==> config.mk <==
export PLATFORM = sky130hd
export DESIGN_NAME = perf_counter_unit
export DESIGN_NICKNAME = d
export VERILOG_FILES = /design/src/rtl/perf_counter_unit_pkg.sv /design/src/rtl/perf_counter_cell.sv /design/src/rtl/perf_counter_unit.sv
export SDC_FILE = /design/constraint.sdc
export NUM_CORES = 2
export LEC_CHECK = 0
export BUFFER_PORTS_ARGS = -buffer_cell sky130_fd_sc_hd__buf_2
export CAP_MARGIN = 15
export CORE_MARGIN = 2
export CORE_UTILIZATION = 40
export DETAILED_ROUTE_END_ITERATION = 8
export PLACE_DENSITY = 0.6
export SYNTH_ARGS = -nofsm -noshare
export SYNTH_HDL_FRONTEND = slang
export SYNTH_SLANG_ARGS = --single-unit
==> constraint.sdc <==
create_clock -name clk -period 2.9 [get_ports clk]
set_clock_uncertainty 0.05 [all_clocks]
set_input_delay 0.145 -clock clk [delete_from_list [all_inputs] [get_ports clk]]
set_output_delay 0.145 -clock clk [all_outputs]
set_load 0.05 [all_outputs]
==> src/rtl/perf_counter_unit_pkg.sv <==
// Shared types, counter index map and popcount helper for the performance-monitor unit.
package perf_counter_unit_pkg;

  typedef enum logic [1:0] {
    StIdle   = 2'd0,
    StRun    = 2'd1,
    StFrozen = 2'd2
  } perf_state_e;

  localparam int unsigned PERF_CNT_CYCLE    = 0;
  localparam int unsigned PERF_CNT_INSTR    = 1;
  localparam int unsigned PERF_CNT_MULTI    = 2;
  localparam int unsigned PERF_CNT_FULL     = 3;
  localparam int unsigned PERF_CNT_EVT_BASE = 4;

  // Issue vectors are zero-padded to 8 lanes, the widest supported configuration.
  function automatic logic [3:0] popcount8(input logic [7:0] v);
    logic [3:0] c;
    c = '0;
    for (int i = 0; i < 8; i++) begin
      c = c + {3'b000, v[i]};
    end
    return c;
  endfunction

endpackage

==> src/rtl/perf_counter_cell.sv <==
// One live counter: register, adder with carry-out, and clear/enable selection.
module perf_counter_cell #(
  parameter int unsigned CNT_WIDTH = 48,
  parameter int unsigned INC_WIDTH = 1
) (
  input  logic                 clk,
  input  logic                 rst_n,
  input  logic                 i_clear,
  input  logic                 i_enable,
  input  logic [INC_WIDTH-1:0] i_inc,
  output logic [CNT_WIDTH-1:0] o_value,
  output logic                 o_carry
);

  logic [CNT_WIDTH-1:0] r_value;
  logic [CNT_WIDTH:0]   w_sum;

  assign w_sum   = {1'b0, r_value} + {{(CNT_WIDTH + 1 - INC_WIDTH){1'b0}}, i_inc};
  assign o_carry = i_enable & w_sum[CNT_WIDTH];
  assign o_value = r_value;

  always_ff @(posedge clk or negedge rst_n) begin
    if (!rst_n) begin
      r_value <= '0;
    end else if (i_clear) begin
      r_value <= '0;
    end else if (i_enable) begin
      r_value <= w_sum[CNT_WIDTH-1:0];
    end
  end

endmodule

==> src/rtl/perf_counter_unit.sv <==
// Performance-monitor unit: live counters, snapshot bank and 1-cycle read port.
// Define PERF_OVF_FREEZE_EN to freeze all counting on the first overflow.
module perf_counter_unit
  import perf_counter_unit_pkg::*;
#(
  parameter int unsigned ISSUE_WIDTH = 2,
  parameter int unsigned NUM_EVENTS  = 4,
  parameter int unsigned CNT_WIDTH   = 48,
  localparam int unsigned NUM_CNT    = 4 + NUM_EVENTS,
  localparam int unsigned AW         = $clog2(NUM_CNT)
) (
  input  logic                   clk,
  input  logic                   rst_n,
  input  logic [ISSUE_WIDTH-1:0] i_issue_valid,
  input  logic [NUM_EVENTS-1:0]  i_event_in,
  input  logic                   i_ctrl_enable,
  input  logic                   i_ctrl_clear,
  input  logic                   i_snap_req,
  output logic                   o_snap_done,
  input  logic                   i_rd_req,
  input  logic [AW-1:0]          i_rd_addr,
  output logic                   o_rd_valid,
  output logic [CNT_WIDTH-1:0]   o_rd_data,
  output logic [NUM_CNT-1:0]     o_ovf_flags,
  output logic                   o_running
);

  localparam int unsigned PW = $clog2(ISSUE_WIDTH + 1);

  perf_state_e          r_state;
  logic                 r_running;
  logic                 r_snap_done;
  logic                 r_rd_valid;
  logic [CNT_WIDTH-1:0] r_rd_data;
  logic [NUM_CNT-1:0]   r_ovf;
  logic [CNT_WIDTH-1:0] r_snap [NUM_CNT];

  logic [7:0]           w_issue_ext;
  logic [3:0]           w_popcnt;
  logic [PW-1:0]        w_instr_inc;
  logic                 w_multi;
  logic                 w_full;
  logic                 w_count_en;
  logic [CNT_WIDTH-1:0] w_live [NUM_CNT];
  logic [NUM_CNT-1:0]   w_carry;
  logic [CNT_WIDTH-1:0] w_rd_mux;

  assign w_issue_ext = 8'(i_issue_valid);
  assign w_popcnt    = popcount8(w_issue_ext);
  assign w_instr_inc = PW'(w_popcnt);
  assign w_multi     = (w_popcnt >= 4'd2);
  // A single-lane core has no meaningful full-width cycle.
  assign w_full      = (ISSUE_WIDTH > 1) && (w_popcnt == 4'(ISSUE_WIDTH));
  assign w_count_en  = (r_state == StRun);

  perf_counter_cell #(.CNT_WIDTH(CNT_WIDTH), .INC_WIDTH(1)) u_cnt_cycle (
    .clk      (clk),
    .rst_n    (rst_n),
    .i_clear  (i_ctrl_clear),
    .i_enable (w_count_en),
    .i_inc    (1'b1),
    .o_value  (w_live[PERF_CNT_CYCLE]),
    .o_carry  (w_carry[PERF_CNT_CYCLE])
  );

  perf_counter_cell #(.CNT_WIDTH(CNT_WIDTH), .INC_WIDTH(PW)) u_cnt_instr (
    .clk      (clk),
    .rst_n    (rst_n),
    .i_clear  (i_ctrl_clear),
    .i_enable (w_count_en),
    .i_inc    (w_instr_inc),
    .o_value  (w_live[PERF_CNT_INSTR]),
    .o_carry  (w_carry[PERF_CNT_INSTR])
  );

  perf_counter_cell #(.CNT_WIDTH(CNT_WIDTH), .INC_WIDTH(1)) u_cnt_multi (
    .clk      (clk),
    .rst_n    (rst_n),
    .i_clear  (i_ctrl_clear),
    .i_enable (w_count_en),
    .i_inc    (w_multi),
    .o_value  (w_live[PERF_CNT_MULTI]),
    .o_carry  (w_carry[PERF_CNT_MULTI])
  );

  perf_counter_cell #(.CNT_WIDTH(CNT_WIDTH), .INC_WIDTH(1)) u_cnt_full (
    .clk      (clk),
    .rst_n    (rst_n),
    .i_clear  (i_ctrl_clear),
    .i_enable (w_count_en),
    .i_inc    (w_full),
    .o_value  (w_live[PERF_CNT_FULL]),
    .o_carry  (w_carry[PERF_CNT_FULL])
  );

  for (genvar k = 0; k < NUM_EVENTS; k++) begin : g_evt
    perf_counter_cell #(.CNT_WIDTH(CNT_WIDTH), .INC_WIDTH(1)) u_cnt_evt (
      .clk      (clk),
      .rst_n    (rst_n),
      .i_clear  (i_ctrl_clear),
      .i_enable (w_count_en),
      .i_inc    (i_event_in[k]),
      .o_value  (w_live[PERF_CNT_EVT_BASE + k]),
      .o_carry  (w_carry[PERF_CNT_EVT_BASE + k])
    );
  end

  always_ff @(posedge clk or negedge rst_n) begin
    if (!rst_n) begin
      r_state   <= StIdle;
      r_running <= 1'b0;
    end else if (i_ctrl_clear) begin
      r_state   <= i_ctrl_enable ? StRun : StIdle;
      r_running <= i_ctrl_enable;
    end else begin
      case (r_state)
        StIdle: begin
          if (i_ctrl_enable) begin
            r_state   <= StRun;
            r_running <= 1'b1;
          end
        end
        StRun: begin
`ifdef PERF_OVF_FREEZE_EN
          if (|w_carry) begin
            r_state   <= StFrozen;
            r_running <= 1'b0;
          end else
`endif
          if (!i_ctrl_enable) begin
            r_state   <= StIdle;
            r_running <= 1'b0;
          end
        end
`ifdef PERF_OVF_FREEZE_EN
        StFrozen: begin
          r_state   <= StFrozen;
          r_running <= 1'b0;
        end
`endif
        default: begin
          r_state   <= StIdle;
          r_running <= 1'b0;
        end
      endcase
    end
  end

  always_ff @(posedge clk or negedge rst_n) begin
    if (!rst_n) begin
      r_ovf <= '0;
    end else if (i_ctrl_clear) begin
      r_ovf <= '0;
    end else begin
      r_ovf <= r_ovf | w_carry;
    end
  end

  // Snapshot captures the registered live values, so snap+clear yields the interval total.
  always_ff @(posedge clk or negedge rst_n) begin
    if (!rst_n) begin
      for (int i = 0; i < NUM_CNT; i++) begin
        r_snap[i] <= '0;
      end
      r_snap_done <= 1'b0;
    end else begin
      if (i_snap_req) begin
        for (int i = 0; i < NUM_CNT; i++) begin
          r_snap[i] <= w_live[i];
        end
      end
      r_snap_done <= i_snap_req;
    end
  end

  always_comb begin
    w_rd_mux = '0;
    for (int i = 0; i < NUM_CNT; i++) begin
      if (i_rd_addr == AW'(i)) begin
        w_rd_mux = r_snap[i];
      end
    end
  end

  always_ff @(posedge clk or negedge rst_n) begin
    if (!rst_n) begin
      r_rd_valid <= 1'b0;
      r_rd_data  <= '0;
    end else begin
      r_rd_valid <= i_rd_req;
      r_rd_data  <= i_rd_req ? w_rd_mux : '0;
    end
  end

  assign o_snap_done = r_snap_done;
  assign o_rd_valid  = r_rd_valid;
  assign o_rd_data   = r_rd_data;
  assign o_ovf_flags = r_ovf;
  assign o_running   = r_running;

endmodule
Word-level counts from Yosys, hierarchy flattened
Cells that the tools add are included.
{ "totals": {"register_bits": 829, "latchBits": 0, "ramBits": 0, "mem_bits_ro": 0, "inputBits": 15, "out_inout_bits": 59, "mem_count": 0} }
{ "op_classes": {"add_sub_neg": 9, "mul": 0, "div": 0, "order_cmp": 1, "n_eq_ne": 11, "shifts": 0, "mux": 35, "bitwise": 9, "n_reduce_logical": 4} }
{ "op_table": {"columns": ["cell", "count"], "rows": [
  ["$mux 48", 25],
  ["$add 48x1->49", 6],
  ["$add 48x1->49 const B", 1],
  ["$add 48x2->49", 1],
  ["$eq 3x3->1 const B", 4],
  ["$and 1x1->1", 8],
  ["$mux 8", 1],
  ["$or 8x8->8", 1],
  ["$eq 3x2->1 const B", 2],
  ["$mux 2", 3],
  ["$ne 3x3->1 const B", 2],
  ["$mux 1", 4],
  ["$pmux 2 s2", 1],
  ["$eq 3x1->1 const B", 1],
  ["$logic_not 3->1", 1],
  ["$add 1x1->2", 1],
  ["$eq 2x1->1 const B", 1],
  ["$eq 2x2->1 const B", 1],
  ["$ge 2x2->1 const B", 1],
  ["$logic_not 2->1", 1],
  ["$pmux 1 s2", 1],
  ["$reduce_and 2->1", 1],
  ["$reduce_bool 2->1", 1]
]} }

Longest topological paths before layout
{ "depth": {"ltp_word": 10, "depth_mapped": 10} }

Hierarchy
A second synthesis with hierarchy kept.
{ "hier_totals": {"hier_cells": 3747, "hier_area_um2": 41936.5} }
{ "modules_own_cells": {"columns": ["module", "n_inst", "cells_per_inst", "area_per_inst_um2"], "rows": [
  ["perf_counter_unit", 1, 1284, 18992.0],
  ["perf_counter_cell at g_evt[0].u_cnt_evt ...", 6, 320, 2971.6],
  ["perf_counter_cell at u_cnt_cycle", 1, 272, 2585.0],
  ["perf_counter_cell at u_cnt_instr", 1, 271, 2529.9]
]} }

Worst setup path after synthesis
No wires, ideal clock.
{ "synth_path": {"kind": "register to register", "startpoint": "reg, netlist name o_running", "endpoint": "reg u_cnt_instr.r_value[47] (netlist: u_cnt_instr.o_value[47])", "setup_ns": 0.128, "t_arrival_ns": 2.166, "setup_slack_ns": 0.556, "path_stages_with_launch": 8, "n_path_buf": 2, "period_less_slack_ns": 2.344, "path_cell_list": "dfrtp_1 buf_4 o21ai_1 nor3_4 nand4_1 buf_2 nor4_1 mux2_1"} }
{ "synth_lines": {"columns": ["element", "line_no", "source"], "rows": [
  ["end signal, assigned", "perf_counter_cell.sv:28", "r_value <= w_sum[CNT_WIDTH-1:0];"],
  ["end, declared", "perf_counter_cell.sv:15", "logic [CNT_WIDTH-1:0] r_value;"]
]} }

Worst setup path after layout
{ "layout_path": {"startpoint": "reg g_evt[3].u_cnt_evt.r_value[0]", "endpoint": "reg g_evt[3].u_cnt_evt.r_value[46]"} }
{ "layout_via": {"elab_chain_cells": 3} }
{ "layout_lines": {"columns": ["element", "line_no", "source"], "rows": [
  ["start, declared", "perf_counter_cell.sv:15", null],
  ["start signal, assigned", "perf_counter_cell.sv:28", null],
  ["$add 48x1->49", "perf_counter_cell.sv:18", "assign w_sum = {1'b0, r_value} + {{(CNT_WIDTH + 1 - INC_WIDTH){1'b0}}, i_inc};"],
  ["$mux 48", "perf_counter_cell.sv:27", "end else if (i_enable) begin"],
  ["$mux 48", "perf_counter_cell.sv:25", "end else if (i_clear) begin"]
]} }
No other way between the ends. The select of a mux whose other input is x is not followed.
A chain may end at the register's enable or synchronous reset.

==> results.md <==
- Seq/Total Area, Yosys: 0.535
- XOR/XNOR Fraction of Synth Area: 0.0498
- IO Pins: 74
- R2R Setup Slk: ~0.4 ns
- Gpl congestion: 0.868
- Reg2Reg Depth: 7
- Via count: about 27000
- Post-synth top area share: 0.535
- Cell mode on critical path: ha_1
- Maximum Capacitance Violations: 0
- Post-synthesis mux area share: 0.161
- Starting Density: 0.402
- Synth area leaders: dfrtp_1, mux2_2, xor2_1
- Commonest non-fill, non-tap cell in the layout: dfrtp_1
- DRC viols: 0
- Area delta synth->final: 14.7%
- Clock share of power: 0.486
- Setup Fix Bufs, Post-CTS: 0
- Row count: ~110
- Compound-gate portion of the synthesized area: 0.0681
- Slowest cell on the critical path: or4b_1
- Crit end category: flop
- Top_reg_cell synth: dfrtp_1
- Max_slew headroom: 0.456
- RR Endpoint: g_evt[3].u_cnt_evt.o_value[46]$_DFFE_PN0P_
- Later-pin clock latency in the skew report: 0.65 ns
- Min cycle time layout: 2.50 ns
- Int Power: 0.0194 W
- # setup viols final: 0
- Fmax: ~400 MHz
- Vias in the first global route: 26500
- # fillers: 8827
- Final #Nets: 3529
- Drt first-iter violations: 2231
- Hold buffer count at cts: 14
- CTS root buf: clkbuf_16
- Post-synthesis cell area: 0.0387 mm²
- Clk sinks: 827
- Port bufs: 73
- Worst setup SP type: flop
- Final ANT Viol Nets: 0
- Tot GR Track Use: 0.207
- Worst Path Required: 3.41 ns
- Sw frac: 0.228
- First-pass GRT wire length: 160000 µm
- DR vias/cell: 5.58
- CTS HTree Levels: 3
- Largest net degree at the start of global routing: 121
- RSZ-0062 raised after global routing: false
- CP peak stage delay: 0.57 ns
- Yosys cell types: 70
- WP depth: 7
- Setup_tns: 0 ns
- Comb pwr share: 0.050
- Syn_nets: between 3000 and 4000
- Share of total power in sequential cells: 0.464
- Synth Area in Adders: 0.00602
- Die area: ~0.099 mm²
- Crit path buf inv count: 0
- Critical Path AT: about 3 ns
- P_leak: 19.7 nW
- Warnings from Yosys: 0
- PD cells: around 570 mW/mm²
- Worst-path clk slew: 0.06 ns
- Status: finished clean
- Post-synth EDFFs: 0
- CP Cell Sequence: ha_1, ha_1, o21a_1, nand2_1, or3_1, or4b_1, a21oi_1
- Placeable Area: 0.0963 mm²
- Antenna violations before repair: 2
- Die Ht: roughly 310 µm
- CP Max Fanout: 12
- Post-layout util: 0.461
- Final Hold Viols: 0
- Psw: 0.00573 W
- Seq cells post-synth: 827
- Pre-Repair DR Iteration Count: 6
- Slew @ Worst Pin: 0.811 ns
- Yosys top cell by area: dfrtp_1
- Setup crit end: g_evt[3].u_cnt_evt.o_value[46]$_DFFE_PN0P_
- Post-DP HPWL: about 71000 µm
- Total power: 0.0251 W
- Slew Viols, Final: 0
- Max VDD drop: 403 µV
- Die Span X: 315 µm
- Grt total ovfl: 0
- Post-Syn Instances: 3395
- Antenna Cells: 0
- Hold Path Class: input port to flop
- Largest buffer count on any clock path: 3
- Final period utilization: 0.861
- CTS resizes: 0
- WL final: 101000 µm
- R2r startpoint: g_evt[3].u_cnt_evt.o_value[0]$_DFFE_PN0P_
- Most frequent cells in the layout: dfrtp_1, mux2_2, nor2_1
- Cell family with the largest share of critical-path delay: simple AND/OR/NAND/NOR gates
- Crit Path Class: flop to flop
- Synth async-reset ratio: 1.00
- Routed WL per cell: about 21 µm
- Critical Path Start: g_evt[3].u_cnt_evt.o_value[0]$_DFFE_PN0P_
- Post-synthesis simple-gate area fraction: 0.156
- TritonCTS Buffers: 89
- Synthesized area per cell: around 11 µm²
- Layout cells sized above 1: 0.242
- Largest family of logic cells by synthesized area: multiplexers
- CTS tree: yes
## worst register-to-register path: stages, from the launching register on
cell and delay, ns:
dfrtp_1 0.36, ha_1 0.23, ha_1 0.22, o21a_1 0.18, nand2_1 0.11, or3_1 0.54
or4b_1 0.58, a21oi_1 0.15
## how the worst min path moves through the flow
stage / from / slack, ns / cells after the start / to
2_1_floorplan: rst_n / -0.20 / 0 / g_evt[0].u_cnt_evt.o_value[0]$_DFFE_PN0P_
3_3_place_gp: rst_n / 0.07 / 1 / r_snap[154]$_DFFE_PN0P_
3_5_place_dp: rst_n / 0.07 / 1 / g_evt[0].u_cnt_evt.o_value[10]$_DFFE_PN0P_
4_1_cts: i_rd_addr[1] / 0.02 / 3 / o_rd_data[15]$_DFF_PN0_
5_1_grt: i_rd_addr[1] / 0.07 / 3 / o_rd_data[15]$_DFF_PN0_
6_report: i_event_in[2] / 0.05 / 5 / g_evt[2].u_cnt_evt.o_value[1]$_DFFE_PN0P_
## metal layers
layer | GRT usage | vias up | wire length (µm)
met5 | 0 | - | 0
met4 | 0.0631 | 0 | 2800
met3 | 0.0309 | 145 | 4450
met2 | 0.319 | 521 | 46100
met1 | 0.301 | 13900 | 48000
li1 | - | 12500 | -
## synthesized netlist by cell type, drive strengths merged (4+ instances only)
cell and number:
mux4 44, nor3 49, nand4 153, dfrtp 827, nor2 333, nor4 47
and3 45, inv 51, o21ai 161, or3 102, or4 33, a21oi 145
o2111ai 4, xor2 151, ha 17, o31ai 31, mux2i 28, xnor2 69
or2 11, and2 12, a211oi 40, o22ai 40, a31o 4, o21a 9
nand2 148, nand3 136, buf 42, nor2b 7, and4 33, mux2 440
clkbuf 146
## state kept, by name, indices dropped and copies added (netlist names)
name and count:
o_running 1, u_cnt_full.o_value 48, u_cnt_instr.o_value 48, o_rd_data 48
u_cnt_multi.o_value 48, r_snap 384, g_evt.u_cnt_evt.o_value 192, u_cnt_cycle.o_value 48
o_snap_done 1, o_rd_valid 1, o_ovf_flags 8
## kinds of logic (layout without fill, tap and decap cells)
logic type	count (synthesis)	in the layout
flops	827	827
xor+xnor	220	220
buf+inv	240	414
simple gates	1126	1126
compound gates	452	452
fa+ha+maj	18	18
mux	512	512
## layout make-up
class                           count  area, µm²  share of cell area
Sequential cell                   827      20700               0.467
Multi-Input combinational cell   2328      17000               0.384
Clock buffer                      127       2640              0.0596
Timing Repair Buffer              198       1680              0.0378
Tap cell                         1276       1600              0.0360
Clock inverter                     37        507              0.0114
Inverter                           52        195             0.00440
## power by group through the flow
stage	Combinational [W]	Clock [W]	Sequential [W]
6_report	0.00126	0.0122	0.0117
5_1_grt	0.00137	0.0130	0.0117
4_1_cts	0.00129	0.0125	0.0117
3_5_place_dp	0.00126	0	0.0119
3_3_place_gp	0.00126	0	0.0119
2_1_floorplan	0.000533	0	0.0120
## stage by stage
step	cells	area [µm²]	hold slack, ns	worst slack (ns)
6_report	4845	44400	0.0531	0.402
5_1_grt	4845	44400	0.0719	0.237
4_1_cts	4845	44400	0.0178	0.382
3_5_place_dp	4667	41100	0.0683	0.389
3_3_place_gp	4667	41100	0.0674	0.425
2_1_floorplan	3395	38700	-0.201	0.556
Note: power is estimated with default switching activity, not from simulation.
